### src/rtl/blink_sequencer.sv
// blink_sequencer: LED blink sequencer with ms-tick prescaler; BLINK_SEQ_ABORT_EN adds i_abort
module blink_sequencer #(
  parameter int CLK_HZ  = 100_000_000,
  parameter int TICK_HZ = 1_000,
  parameter int MS_W    = 16,
  parameter int CNT_W   = 8
) (
  input  logic             i_clk_100MHz,
  input  logic             i_rst,
  input  logic             i_start,
  input  logic [CNT_W-1:0] i_count,
  input  logic [MS_W-1:0]  i_on_ms,
  input  logic [MS_W-1:0]  i_off_ms,
`ifdef BLINK_SEQ_ABORT_EN
  input  logic             i_abort,
`endif
  output logic             o_led,
  output logic             o_busy,
  output logic             o_done
);
  localparam int TICK_DIV = CLK_HZ / TICK_HZ;
  localparam int PW = $clog2(TICK_DIV);
  typedef enum logic [1:0] {IDLE, ON, OFF, DONE} state_t;
  state_t state, next;
  logic [PW-1:0] presc;
  logic [MS_W-1:0] ticks, on_len, off_len;
  logic [CNT_W-1:0] blinks;
  logic tick, phase_end, abort;
`ifdef BLINK_SEQ_ABORT_EN
  assign abort = i_abort;
`else
  assign abort = 1'b0;
`endif
  assign tick = presc == PW'(TICK_DIV - 1);
  assign phase_end = tick && ticks == ((state == ON) ? on_len : off_len) - MS_W'(1);
  always_ff @(posedge i_clk_100MHz or posedge i_rst)
    if (i_rst) state <= IDLE;
    else state <= next;
  always_comb begin
    next = state;
    case (state)
      IDLE: if (i_start) next = (i_count != '0) ? ON : DONE;
      ON:   next = abort ? DONE : phase_end ? ((blinks == CNT_W'(1)) ? DONE : OFF) : ON;
      OFF:  next = abort ? DONE : phase_end ? ON : OFF;
      DONE: next = IDLE;
    endcase
  end
  // counters restart on accept and on every phase change so each phase is exactly ms*TICK_DIV cycles
  always_ff @(posedge i_clk_100MHz or posedge i_rst)
    if (i_rst) begin
      presc   <= '0;
      ticks   <= '0;
      blinks  <= '0;
      on_len  <= '0;
      off_len <= '0;
    end else begin
      if (state == IDLE && i_start) begin
        blinks  <= i_count;
        on_len  <= (i_on_ms == '0) ? MS_W'(1) : i_on_ms;
        off_len <= (i_off_ms == '0) ? MS_W'(1) : i_off_ms;
      end
      if (state == IDLE || next != state) begin
        presc <= '0;
        ticks <= '0;
      end else begin
        presc <= tick ? '0 : presc + PW'(1);
        if (tick) ticks <= ticks + MS_W'(1);
      end
      if (state == ON && phase_end) blinks <= blinks - CNT_W'(1);
    end
  always_comb begin
    o_led  = state == ON;
    o_busy = state != IDLE;
    o_done = state == DONE;
  end
endmodule

### config.mk
export PLATFORM = sky130hd
export DESIGN_NAME = blink_sequencer
export DESIGN_NICKNAME = d
export VERILOG_FILES = /design/src/rtl/blink_sequencer.sv
export SDC_FILE = /design/constraint.sdc
export NUM_CORES = 1
export LEC_CHECK = 0
export ABC_AREA = 1
export BUFFER_PORTS_ARGS = -buffer_cell sky130_fd_sc_hd__buf_2
export CAP_MARGIN = 10
export CELL_PAD_IN_SITES_DETAIL_PLACEMENT = 1
export CELL_PAD_IN_SITES_GLOBAL_PLACEMENT = 2
export CORE_MARGIN = 5
export CORE_UTILIZATION = 25
export CTS_BUF_LIST = sky130_fd_sc_hd__clkbuf_8
export DETAILED_ROUTE_END_ITERATION = 6
export PLACE_DENSITY_LB_ADDON = 0.1
export SYNTH_ARGS = -nofsm -noshare
export SYNTH_HDL_FRONTEND = slang
export SYNTH_SLANG_ARGS = --single-unit
### constraint.sdc
create_clock -name i_clk_100MHz -period 5.3 [get_ports i_clk_100MHz]
set_input_delay 1.06 -clock i_clk_100MHz [delete_from_list [all_inputs] [get_ports i_clk_100MHz]]
set_output_delay 1.06 -clock i_clk_100MHz [all_outputs]
set_load 0.005 [all_outputs]
* Yosys cells after proc, flatten, opt, wreduce, memory -nomap -nowiden
Index checks and enable logic that the tools add are counted.
** Storage, ports and cells
- Flip-flop bits (word level) :: 75
- Bits in latches :: 0
- Bits in writable memories :: 0
- Memory bits (read-only) :: 0
- Input bits :: 43
- Output and inout bits :: 3
- Logic and storage cells :: 43
- Memories kept :: 0
** Cells by class
- Add/subtract/negate cells :: 4
- $mul :: 0
- Div/mod/pow operators :: 0
- $lt $le $gt $ge :: 0
- Equality and inequality tests :: 7
- Shift-type cells :: 0
- Muxes and demuxes :: 15
- Bitwise gates (word level) :: 0
- Reductions and logical operators :: 11
** Operators by type and width (count)
- $mux 16 :: 5
- $mux 17 :: 2
- $logic_not 16->1 :: 2
- $add 17x1->17 const B :: 1
- $eq 17x17->1 const B :: 1
- $add 16x1->16 const B :: 1
- $eq 16x16->1 :: 1
- $mux 8 :: 2
- $sub 16x1->16 const B :: 1
- $eq 8x1->1 const B :: 1
- $mux 2 :: 4
- $pmux 2 s4 :: 1
- $reduce_bool 8->1 :: 1
- $sub 8x1->8 const B :: 1
- $reduce_bool 2->1 :: 3
- $eq 2x2->1 const B :: 2
- $logic_and 1x1->1 :: 3
- $eq 2x1->1 const B :: 1
- $logic_not 2->1 :: 1
- $ne 2x2->1 :: 1
- $logic_or 1x1->1 :: 1
- $mux 1 :: 1

* Longest topological paths before layout
Gate-level depths: netlist of the first run.
- Depth in word-level cells :: 10
- Mapped depth :: 19
- Depth with buffers taken out :: 19

* Worst setup path before layout of the first run
No wires, ideal clock.
- Kind :: register -> register
- Start :: register state[1]
- End :: register blinks[2]
- Arrival :: 2.239 ns
- Slack :: 2.941 ns
- Cell stages (with the launch flop) :: 17
- Buffers on the path :: 1
- Path through :: dfrtp_1 > inv_4 > nand2_8 > nand2_1 > nand2_2 > ha_1 > xnor2_1 > xor2_1 > nor3_1 > nand2_1 > inv_1 > nand2_1 > nor2_4 > nand3_4 > buf_6 > o21ai_1 > nand2_1
** On the way
- Word-level cells in the longest chain between the ends :: 7
- Elaborated cells on any way between the ends :: 10
- Those cells by class :: add/sub (1); eq/ne (2); mux (2); reduce/logical (5)
** Ends and longest elaborated chain
- from (decl) :: line 24 : state_t state, next;
- from (signal assigned) :: line 38 : else state <= next;
- $eq 2x1->1 :: line 35, 69
- $mux 16 :: line 35 : assign phase_end = tick && ticks == ((state == ON) ? on_len : off_len) - MS_W'(1);
- $sub 16x1->16 :: line 35
- $eq 16x16->1 :: line 35
- $logic_and 1x1->1 :: line 35
- $logic_and 1x1->1 :: line 69 : if (state == ON && phase_end) blinks <= blinks - CNT_W'(1);
- $mux 8 or $reduce_bool 2->1 (tied branches)
- to (signal assigned) :: line 58 : blinks <= i_count;
- to (signal assigned) :: line 69
- to (decl) :: line 27 : logic [CNT_W-1:0] blinks;
Several ways; a longest one is shown, not always the timed one.
A chain may end at the register's enable or synchronous reset.

* Worst setup path after layout of the first run
- Start :: register state[0]
- End :: register ticks[14]
** On the way
- Word-level cells in the longest chain between the ends :: 10
- Elaborated cells on any way between the ends :: 16
- Those cells by class :: add/sub (1); eq/ne (5); mux (6); reduce/logical (4)
** Ends and longest elaborated chain
- $eq 2x1->1 :: line 35, 41
- $mux 16 :: line 35
- $sub 16x1->16 :: line 35
- $eq 16x16->1 :: line 35
- $logic_and 1x1->1 :: line 35
- $mux 2 (on tied branches) :: line 44, 43
- $pmux 2 s4 :: line 41 : case (state)
- $ne 2x2->1 :: line 62 : if (state == IDLE || next != state) begin
- $logic_or 1x1->1 * :: line 62
- $mux 16 or $reduce_bool 2->1 (tied branches)
- to (signal assigned) :: line 67 : if (tick) ticks <= ticks + MS_W'(1);
- to (decl) :: line 26 : logic [MS_W-1:0] ticks, on_len, off_len;
Mark *: on every way between the ends. The rest lies on a longest branch, timed or not.

==> results of run 1 <==
## logic make-up after synthesis
| kind of cell | count (synthesis) |
|---|---|
| and+or+nand+nor | 420 |
| buffers and inverters | 99 |
| DFF | 75 |
| AOI/OAI and AO/OA | 45 |
| xor gates and xnor gates | 26 |
| adders and majority gates | 5 |
## registers in the layout, summed over array words and instances (netlist names)
name     cells
off_len     16
blinks       8
on_len      16
ticks       16
state        2
presc       17
## report_power, final
part	switching, W	internal, W
Sequential	0.00000801	0.000586
Clock	0.000253	0.000236
Combinational	0.0000731	0.0000384
## cell usage after synthesis, types with 2 or more instances
| cell | n |
|---|---|
| buf_2 | 2 |
| nand2_2 | 22 |
| xnor2_1 | 6 |
| nand3b_1 | 3 |
| clkinv_1 | 2 |
| o21ai_0 | 31 |
| nand3_2 | 5 |
| clkbuf_1 | 7 |
| nor4_1 | 12 |
| o21ai_1 | 5 |
| nand3_1 | 49 |
| nor3b_2 | 3 |
| xor2_1 | 19 |
| nand2_1 | 205 |
| buf_6 | 6 |
| inv_1 | 77 |
| nor3_1 | 14 |
| ha_1 | 5 |
| buf_4 | 2 |
| nor2_4 | 9 |
| nor3b_1 | 3 |
| dfrtp_1 | 75 |
| nand4_1 | 14 |
| nor2_2 | 7 |
| a21oi_1 | 2 |
| nor2_1 | 64 |
| a22oi_1 | 2 |
| a31oi_1 | 3 |
| nand2_4 | 6 |
## worst max-delay path, stage by stage, from the launching register on
cell,delay [ns]
dfrtp_1,0.89
inv_2,0.11
nor2_2,0.59
nand2_1,0.20
nand2_4,0.14
nand2_4,0.08
nor2_2,0.17
nand3_1,0.10
nand2_1,0.07
nand2_1,0.06
nor2_1,0.09
nand3_1,0.11
nor2_4,0.21
nand2_4,0.11
nand2_2,0.42
nor2_1,0.12
## per-stage QoR
stage               setup WS [ns]   util  cell area (µm²)  total power (W)
detailed placement           1.58  0.276             5340         0.000720
floorplan                    2.33      -             4890         0.000673
global route                 1.31  0.287             5540          0.00126
finish                       1.68  0.287             5540          0.00119
CTS                          1.56  0.287             5540          0.00122
global placement             1.73  0.276             5340         0.000718
## cell type report
class	count	area, µm²	share of cell area
Timing Repair Buffer	48	248	0.0447
Clock buffer	10	138	0.0248
Multi-Input combinational cell	496	2570	0.464
Inverter	81	308	0.0555
Tap cell	265	332	0.0598
Sequential cell	75	1880	0.339
Clock inverter	6	71.3	0.0129
## layer usage
metal	share of wire	global-route usage	vias up
met5	0	0	-
met4	0.011	0.0357	0
met3	0.022	0.0191	10
met2	0.44	0.212	48
met1	0.53	0.200	2091
li1	-	-	2213
## worst max-delay path by stage
stage,start,to,slack (ns),depth (start not counted)
detailed placement,state[0],presc[6],1.58,15
finish,state[0],ticks[14],1.68,15
global placement,state[0],ticks[8],1.73,15
floorplan,i_rst,blinks[0],2.33,1
global route,state[0],ticks[14],1.31,15
CTS,state[0],presc[6],1.56,15
==> run_results.csv, run 1 <==
group,metric,value,unit
status,outcome,"finished, final reports clean",
grt,grt_antenna_before_repair,0,
timing,period_needed,3.62,ns
timing,grt_setup_unrepaired,"no",
synthesis,synth_nets,718,
timing,slew_violations,0,
critical_path,worstSetupStartpointType,"register",
timing,period_share,0.683,
detailed_routing,post-route-drc-count,0,
cells_and_area,layout_common_cells,"nand2_1 (205), inv_1 (76), dfrtp_1 (75)",
min_path,min_path_type,"reg -> reg",
grt,grt_usage,0.137,
synthesis,synth_seq_cells,75,
detailed_routing,vias,4362,
clocking,cts_htree_levels,3,
grt,grt_max_degree,54,
grt,first_global_vias,4648,
cells_and_area,final_common_cell,"nand2_1",
critical_path,worstRegToRegCells,15,
clocking,cts_resized,0,
synthesis,ys_seq_area_frac,0.384,
synthesis,synth_top_area_share,0.384,
clocking,hold_buffers,0,
timing,fin_skew,0.0168,ns
cells_and_area,fin_nets,759,
critical_path,r2r_start,"state[0]",
synthesis,async_flop_share,1.00,
clocking,clock_latency,0.37,ns
critical_path,path_class,"reg -> reg",
timing,finalHoldViolCount,0,
pwr,ir_drop,0.000124,V
timing,slew_headroom,0.449,
clocking,cts_sinks,75,
synthesis,syn_area,4890,µm²
critical_path,cp_max_fo,22,
synthesis,synth_cells,670,
clocking,cts_tree,"done",
synthesis,synth.area.top_cells,"dfrtp_1 (38%), nand2_1 (16%), inv_1 (5.9%)",
synthesis,synth_area_per_cell,7.29,µm²
timing,timing.setup.tns,0,ns
detailed_routing,drtPass1Iterations,4,
clocking,postCtsSetupBuffers,0,
placement,dp_hpwl,11300,µm
synthesis,synthXorXnorAreaFrac,0.0494,
timing,max_freq,0.276,GHz
die,ios,46,
min_path,min-delay-start,"presc[0]",
pwr,p_leak,2.65,nW
synthesis,yosysTopAreaCell,"dfrtp_1",
placement,io_buffers,45,
min_path,min_to,"presc[0]",
placement,post-place-cells,965,
synthesis,synthSimpleGateAreaFrac,0.414,
clocking,cts-root-buf,"clkbuf_8",
placement,globalplace.congestion,0.773,
job,cap_violations,0,
detailed_routing,finalWirelength,14500,µm
critical_path,r2r_end,"ticks[14]",
detailed_routing,antenna_left,0,
grt,grt_overflow_total,0,
synthesis,synthMuxAreaShare,0,
synthesis,ys.flop_type,"dfrtp_1",
detailed_routing,wl_per_cell,14.8,µm
critical_path,crit_path_end_kind,"register",
die,die_y,150,µm
grt,grt_pass1_wl,24400,µm
synthesis,synth.distinct_cells,39,
cells_and_area,drive_gt1_frac,0.170,
detailed_routing,drt_iter0_markers,157,
synthesis,synthAdderAreaFrac,0.0128,
critical_path,required,5.53,ns
timing,tightest_slew,0.827,ns
die,core-area,19300,µm²
clocking,cts_buffers,9,
synthesis,synth_compound_area_frac,0.0489,
cells_and_area,fillCellCount,2418,
pwr,power_density,215,nW/µm²
cells_and_area,area_delta_synth_final,13.5,%
synthesis,synth_top_family_by_area,"simple AND/OR/NAND/NOR gates",
synthesis,yosys_warnings,0,
die,row_count,51,
clocking,cts.path.max_buffers,2,
cells_and_area,diodes,0,
critical_path,r2r_setup_slack,1.68,ns
synthesis,synth-edff-count,0,
critical_path,arrival,3.85,ns
min_path,holdPathStages,1,
detailed_routing,vias_per_cell,4.45,
cells_and_area,layout.cells.non_filler,981,
die,die_area,22400,µm²
die,initial_core_util,0.253,
timing,setup_viol_count_final,0,
clocking,cts.clk_slew.worst_paths,0.10,ns
timing,whs,0.471,ns
die,die_w,150,µm
(Power assumes the default switching activity.)
==> run 2: changes to the inputs <==
- ABC_AREA: 1 -> 0
- clock period: 5.3 -> 3 ns (I/O delays scaled with it)
==> run 2 against run 1 <==
The run now ends with negative setup slack left. Critical path depth decreased by 1. Clock-buffer cell count unchanged. First-iteration DRC count decreased by 13%. Setup slack got worse by 1.9 ns. Clock skew decreased by 0.0089 ns. Fmax increased by 14%.
==> run_results.csv, run 2 <==
group,metric,value,unit
clocking,cts_sinks,75,
detailed_routing,wl_per_cell,17.3,µm
clocking,clock_latency,0.37,ns
die,core-area,18000,µm²
synthesis,ys_top_cells_by_count,"nand2_1 (117), dfrtp_1 (75), nor2_1 (63), xor2_1 (31)",
pwr,power_frac_comb,0.031,
detailed_routing,finalWirelength,14900,µm
cells_and_area,fillCellCount,2121,
timing,setup_viol_count_final,34,
synthesis,yosys_warnings,0,
detailed_routing,vias_per_cell,4.74,
detailed_routing,vias,4084,
timing,max_freq,0.314,GHz
clocking,cts-root-buf,"clkbuf_8",
pwr,power_density,340,nW/µm²
pwr,pwr-share-seq,0.487,
grt,grt_max_degree,41,
cells_and_area,fin_area,6110,µm²
synthesis,yosysTopAreaCell,"dfrtp_1",
timing,setup_ws,-0.189,ns
cells_and_area,largest-register,"presc",
cells_and_area,drive_gt1_frac,0.299,
clocking,cts.clk_slew.worst_paths,0.08,ns
synthesis,synth_seq_cells,75,
die,die_area,21100,µm²
pwr,ir_drop,0.000180,V
cells_and_area,diodes,0,
critical_path,required,3.25,ns
placement,pre_cts_slack,-0.367,ns
detailed_routing,antenna_left,0,
synthesis,synth_top_area_share,0.410,
clocking,hold_buffers,0,
detailed_routing,post-route-drc-count,0,
grt,grt_pass1_wl,24200,µm
synthesis,synth.distinct_cells,62,
timing,slew_violations,0,
placement,dp_hpwl,11300,µm
timing,slew_headroom,0.441,
pwr,clkPwrFrac,0.482,
pwr,sw_frac_of_total,0.223,
synthesis,synth_cells,519,
job,cap_violations,0,
critical_path,arrival,3.44,ns
cells_and_area,layout_common_cells,"nand2_1 (115), dfrtp_1 (75), nor2_1 (61), buf_4 (61), buf_2 (45)",
cells_and_area,area_delta_synth_final,33.4,%
cells_and_area,largest_reg_flops,17,
cells_and_area,fin_nets,676,
pwr,p_leak,2.76,nW
status,failed_checks,"negative setup slack",
clocking,cts.path.max_buffers,2,
cells_and_area,layout.cells.non_filler,862,
grt,grt_overflow_total,0,
placement,globalplace.congestion,0.780,
timing,period_needed,3.19,ns
clocking,cts_buffers,9,
timing,fin_skew,0.00796,ns
synthesis,synth-edff-count,0,
synthesis,async_flop_share,1.00,
placement,io_buffers,45,
synthesis,syn_area,4580,µm²
critical_path,crit_path_end_kind,"register",
synthesis,synth_most_common_cell,"nand2_1",
critical_path,cp_max_fo,8,
grt,first_global_vias,4487,
cells_and_area,final-seq-area,1880,µm²
die,row_count,49,
placement,postPlaceCellArea,5470,µm²
timing,grt_setup_unrepaired,"yes",
cells_and_area,multi_input_area,2770,µm²
grt,grt_antenna_before_repair,0,
clocking,cts_tree,"done",
timing,tightest_slew,0.831,ns
synthesis,synth_area_per_cell,8.82,µm²
pwr,power.internal,0.00161,W
status,outcome,"complete, but fails checks",
synthesis,ys_seq_area_frac,0.410,
grt,grt_usage,0.143,
placement,post-place-cells,833,
die,initial_core_util,0.255,
pwr,switchingPower,0.000463,W
clocking,cts_htree_levels,3,
synthesis,synth.area.top_cells,"dfrtp_1 (41%), nand2_1 (9.6%), xor2_1 (5.9%)",
synthesis,ys.flop_type,"dfrtp_1",
die,die_y,145,µm
die,ios,46,
min_path,min_path_type,"in -> async",
synthesis,synth_nets,567,
cells_and_area,final_common_cell,"nand2_1",
critical_path,worstSetupStartpointType,"register",
critical_path,path_class,"reg -> reg",
detailed_routing,drt_iter0_markers,137,
die,die_w,145,µm
detailed_routing,drtPass1Iterations,4,
timing,period_share,1.06,
timing,finalHoldViolCount,0,
run 2: changes by cell type in the layout (fill, tap and decap cells not counted), sizes merged, moves of 8 or more:
cell,delta
buf,+69
inv,-72
xnor2,+12
o21ai,-27
xor2,+12
nand2,-117
nand2b,+10
nor2,-17
mux2i,+21
nand3,-33
nor2b,+8
run 2: through the flow:
step	hold slack (ns)	util	setup TNS, ns	power [W]
floorplan	0.445	-	-16.29	0.00105
global placement	0.465	0.304	-7.80	0.00110
detailed placement	0.472	0.304	-11.60	0.00110
CTS	0.312	0.338	-4.27	0.00213
global route	0.342	0.340	-10.82	0.00218
finish	0.312	0.340	-3.37	0.00207
run 2: worst max-delay path, stage by stage, from the launching register on:
cell,delay [ns]
dfrtp_1,0.38
nand2b_4,0.17
inv_8,0.08
mux2i_4,0.26
ha_4,0.17
nor4b_4,0.26
nand2_2,0.12
o22ai_2,0.20
xnor2_2,0.12
a211oi_2,0.22
nand4_1,0.14
or4_4,0.53
buf_8,0.18
o211ai_2,0.15
o211ai_2,0.09
run 2: final timing paths:
kind	cells past startpoint	to	slack (ns)	start
worst min-delay path	2	blinks[6]	0.31	i_rst
max in group asynchronous	3	off_len[0]	1.87	i_rst
worst max-delay path	14	blinks[5]	-0.19	state[1]
worst min register to register	2	on_len[15]	0.49	on_len[15]
min in group i_clk_100MHz	3	off_len[7]	0.43	i_off_ms[7]
worst max register to register	14	blinks[5]	-0.19	state[1]
run 2: logic make-up after synthesis:
family                     count (synthesis)  synth area share
AOI/OAI and AO/OA                         52            0.0913
xor gates and xnor gates                  49            0.0938
adders and majority gates                  5            0.0137
buffers and inverters                     28            0.0361
DFF                                       75             0.410
muxes                                     26            0.0599
and+or+nand+nor                          284             0.295
run 2: area by class of cell:
type | count | share of cell area
Clock inverter | 6 | 0.0184
Tap cell | 229 | 0.0469
Clock buffer | 10 | 0.0225
Inverter | 9 | 0.00676
Timing Repair Buffer | 117 | 0.144
Multi-Input combinational cell | 416 | 0.454
Sequential cell | 75 | 0.307
run 2: timing repair:
item                                    CTS  global route
setup buffers                            10             2
gates cloned                              2             0
endpoints found under the setup margin   43            43
resized for setup                        44             6
pin swaps                                 8             5
run 2: routing by layer:
metal  vias up  GRT usage  wire length, µm
li1       2006          -                -
met1      2013      0.184             6960
met2        48      0.245             7370
met3        17     0.0234              379
met4         0     0.0466              215
met5         -          0                0
run 2: power by group through the flow:
stage	combinational, W	sequential (W)	clock, W
after CTS	0.0000674	0.00101	0.00105
after detailed placement	0.0000671	0.00103	0
after global placement	0.0000661	0.00103	0
after global routing	0.0000747	0.00101	0.00109
after floorplan	0.0000190	0.00103	0
final	0.0000640	0.00101	0.00100
==> run 3: changes to the inputs <==
- SETUP_SLACK_MARGIN: not set -> 0.3
==> run 3 against run 2 <==
The flow still finishes with violations (negative setup slack). Sequential cell count is the same. Via count increased by 0.29%. Cell count up 0.23%. Register-to-register slack lost 0.03 ns. Power hardly changed. Wire length is 0.23% lower. Clock-buffer cell count unchanged. Die area did not move. Clock skew hardly changed. Clock power about the same. Sequential share of layout area is 0.16 points lower. Critical endpoint unchanged.
==> run_results.csv, run 3 (same netlist as run 2, synthesis figures left out) <==
group,metric,value,unit
status,outcome,"complete, but fails checks",
status,failed_checks,"negative setup slack",
cells_and_area,area_delta_synth_final,34.2,%
cells_and_area,fin_nets,678,
critical_path,cpMaxStageDelayCell,"or4_4",
placement,io_buffers,45,
pwr,sw_frac_of_total,0.223,
timing,period_needed,3.22,ns
pwr,power.internal,0.00161,W
clocking,cts.path.max_buffers,2,
clocking,cts_sinks,75,
timing,fin_skew,0.00808,ns
critical_path,arrival,3.47,ns
grt,grt_max_degree,41,
critical_path,crit_path_end_kind,"register",
critical_path,crit_path_frequent_cell,"o211ai_2",
placement,globalplace.congestion,0.780,
detailed_routing,post-route-drc-count,0,
critical_path,cp_cell_sequence,"nand2b_4, inv_8, mux2i_4, ha_4, nor4b_4, nand2_2, o22ai_2, xnor2_2, a211oi_2, nand4_1, or4_4, buf_12, buf_8, o211ai_2, o211ai_2",
pwr,p_leak,2.77,nW
timing,slew_violations,0,
clocking,cts_tree,"done",
timing,setup_viol_count_final,34,
die,die_w,145,µm
die,core-area,18000,µm²
timing,max_freq,0.311,GHz
clocking,clock_latency,0.37,ns
die,die_area,21100,µm²
timing,tightest_slew,0.831,ns
pwr,clkPwrFrac,0.482,
die,die_y,145,µm
min_path,min_path_type,"in -> async",
cells_and_area,fillCellCount,2120,
grt,grt_overflow_total,0,
placement,pre_cts_slack,-0.367,ns
timing,timing.setup.tns,-3.74,ns
pwr,ir_drop,0.000182,V
clocking,cts-root-buf,"clkbuf_8",
critical_path,cp_max_fo,8,
placement,dp_hpwl,11300,µm
critical_path,critical_path.max_stage_delay,0.45,ns
grt,first_global_vias,4486,
detailed_routing,drtPass1Iterations,4,
die,initial_core_util,0.255,
grt,grt_pass1_wl,24200,µm
cells_and_area,diodes,0,
detailed_routing,antenna_left,0,
cells_and_area,drive_gt1_frac,0.304,
timing,finalHoldViolCount,0,
detailed_routing,finalWirelength,14900,µm
pwr,power_density,338,nW/µm²
cells_and_area,layout_common_cells,"nand2_1 (115), dfrtp_1 (75), buf_4 (62)",
detailed_routing,vias_per_cell,4.74,
critical_path,required,3.26,ns
timing,slew_headroom,0.441,
timing,setup_ws,-0.216,ns
cells_and_area,largest-register,"presc",
grt,grt_usage,0.143,
critical_path,worstSetupStartpointType,"register",
job,cap_violations,0,
die,row_count,49,
grt,grt_antenna_before_repair,0,
cells_and_area,largest_reg_flops,17,
pwr,power_frac_comb,0.031,
detailed_routing,drt_iter0_markers,152,
clocking,cts.clk_slew.worst_paths,0.09,ns
critical_path,path_class,"reg -> reg",
detailed_routing,wl_per_cell,17.2,µm
pwr,switchingPower,0.000464,W
detailed_routing,vias,4096,
clocking,cts_htree_levels,3,
timing,grt_setup_unrepaired,"yes",
cells_and_area,final_common_cell,"nand2_1",
die,ios,46,
timing,period_share,1.07,
pwr,pwr-share-seq,0.487,
clocking,cts_buffers,9,
## run 3: changes by cell type in the layout (fill, tap and decap cells not counted)
cell,before,now
nor2_1,61,59
nor2_2,2,4
buf_12,4,5
buf_4,61,62
## run 3: routing by layer
layer  track usage  vias up  wire (µm)
met5             0        -          0
met1         0.185     2017       7010
met2         0.245       54       7340
met3        0.0234       17        327
li1              -     2008          -
met4        0.0466        0        215
## run 3: metrics by stage
stage | total power, W | util | cells | hold slack [ns] | instance area, µm²
3_5_place_dp | 0.00110 | 0.304 | 833 | 0.472 | 5470
6_report | 0.00207 | 0.342 | 864 | 0.301 | 6140
3_3_place_gp | 0.00110 | 0.304 | 833 | 0.465 | 5470
4_1_cts | 0.00213 | 0.338 | 861 | 0.312 | 6080
2_1_floorplan | 0.00105 | - | 519 | 0.445 | 4640
5_1_grt | 0.00217 | 0.342 | 864 | 0.342 | 6140
## run 3: area by class of cell
class	count	area (µm²)	share of cell area
Timing Repair Buffer	119	906	0.148
Sequential cell	75	1880	0.306
Tap cell	229	287	0.0467
Clock buffer	10	138	0.0224
Clock inverter	6	113	0.0183
Multi-Input combinational cell	416	2780	0.453
Inverter	9	41.3	0.00673
## run 3: repair_timing
action | CTS | global route
pin swaps | 8 | 7
setup endpoints to repair | 43 | 43
gates resized for setup | 46 | 6
buffers inserted | 10 | 3
gates cloned | 2 | 0
hold buffers | 0 | 0
## run 3: power by group through the flow
| stage | sequential, W | combinational (W) | clock [W] |
|---|---|---|---|
| global placement | 0.00103 | 0.0000661 | 0 |
| detailed placement | 0.00103 | 0.0000671 | 0 |
| CTS | 0.00101 | 0.0000674 | 0.00105 |
| floorplan | 0.00103 | 0.0000190 | 0 |
| finish | 0.00101 | 0.0000638 | 0.00100 |
| global route | 0.00101 | 0.0000747 | 0.00109 |
## run 3: final timing paths
path	startpoint	endpoint	slack (ns)	cells past startpoint
worst min-delay path	i_rst	blinks[6]	0.30	2
worst max-delay path	state[1]	blinks[5]	-0.22	15
min in group i_clk_100MHz	i_off_ms[7]	off_len[7]	0.43	3
worst max register to register	state[1]	blinks[5]	-0.22	15
worst min register to register	on_len[15]	on_len[15]	0.49	2
max in group asynchronous	i_rst	off_len[0]	1.89	3
## run 3: critical path, delay by kind of cell (launching register included)
kind | cells | cell delay (ns)
muxes | 1 | 0.26
and+or+nand+nor | 5 | 1.13
DFF | 1 | 0.38
buffers and inverters | 3 | 0.37
AOI/OAI and AO/OA | 4 | 0.66
xor gates and xnor gates | 1 | 0.12
adders and majority gates | 1 | 0.17
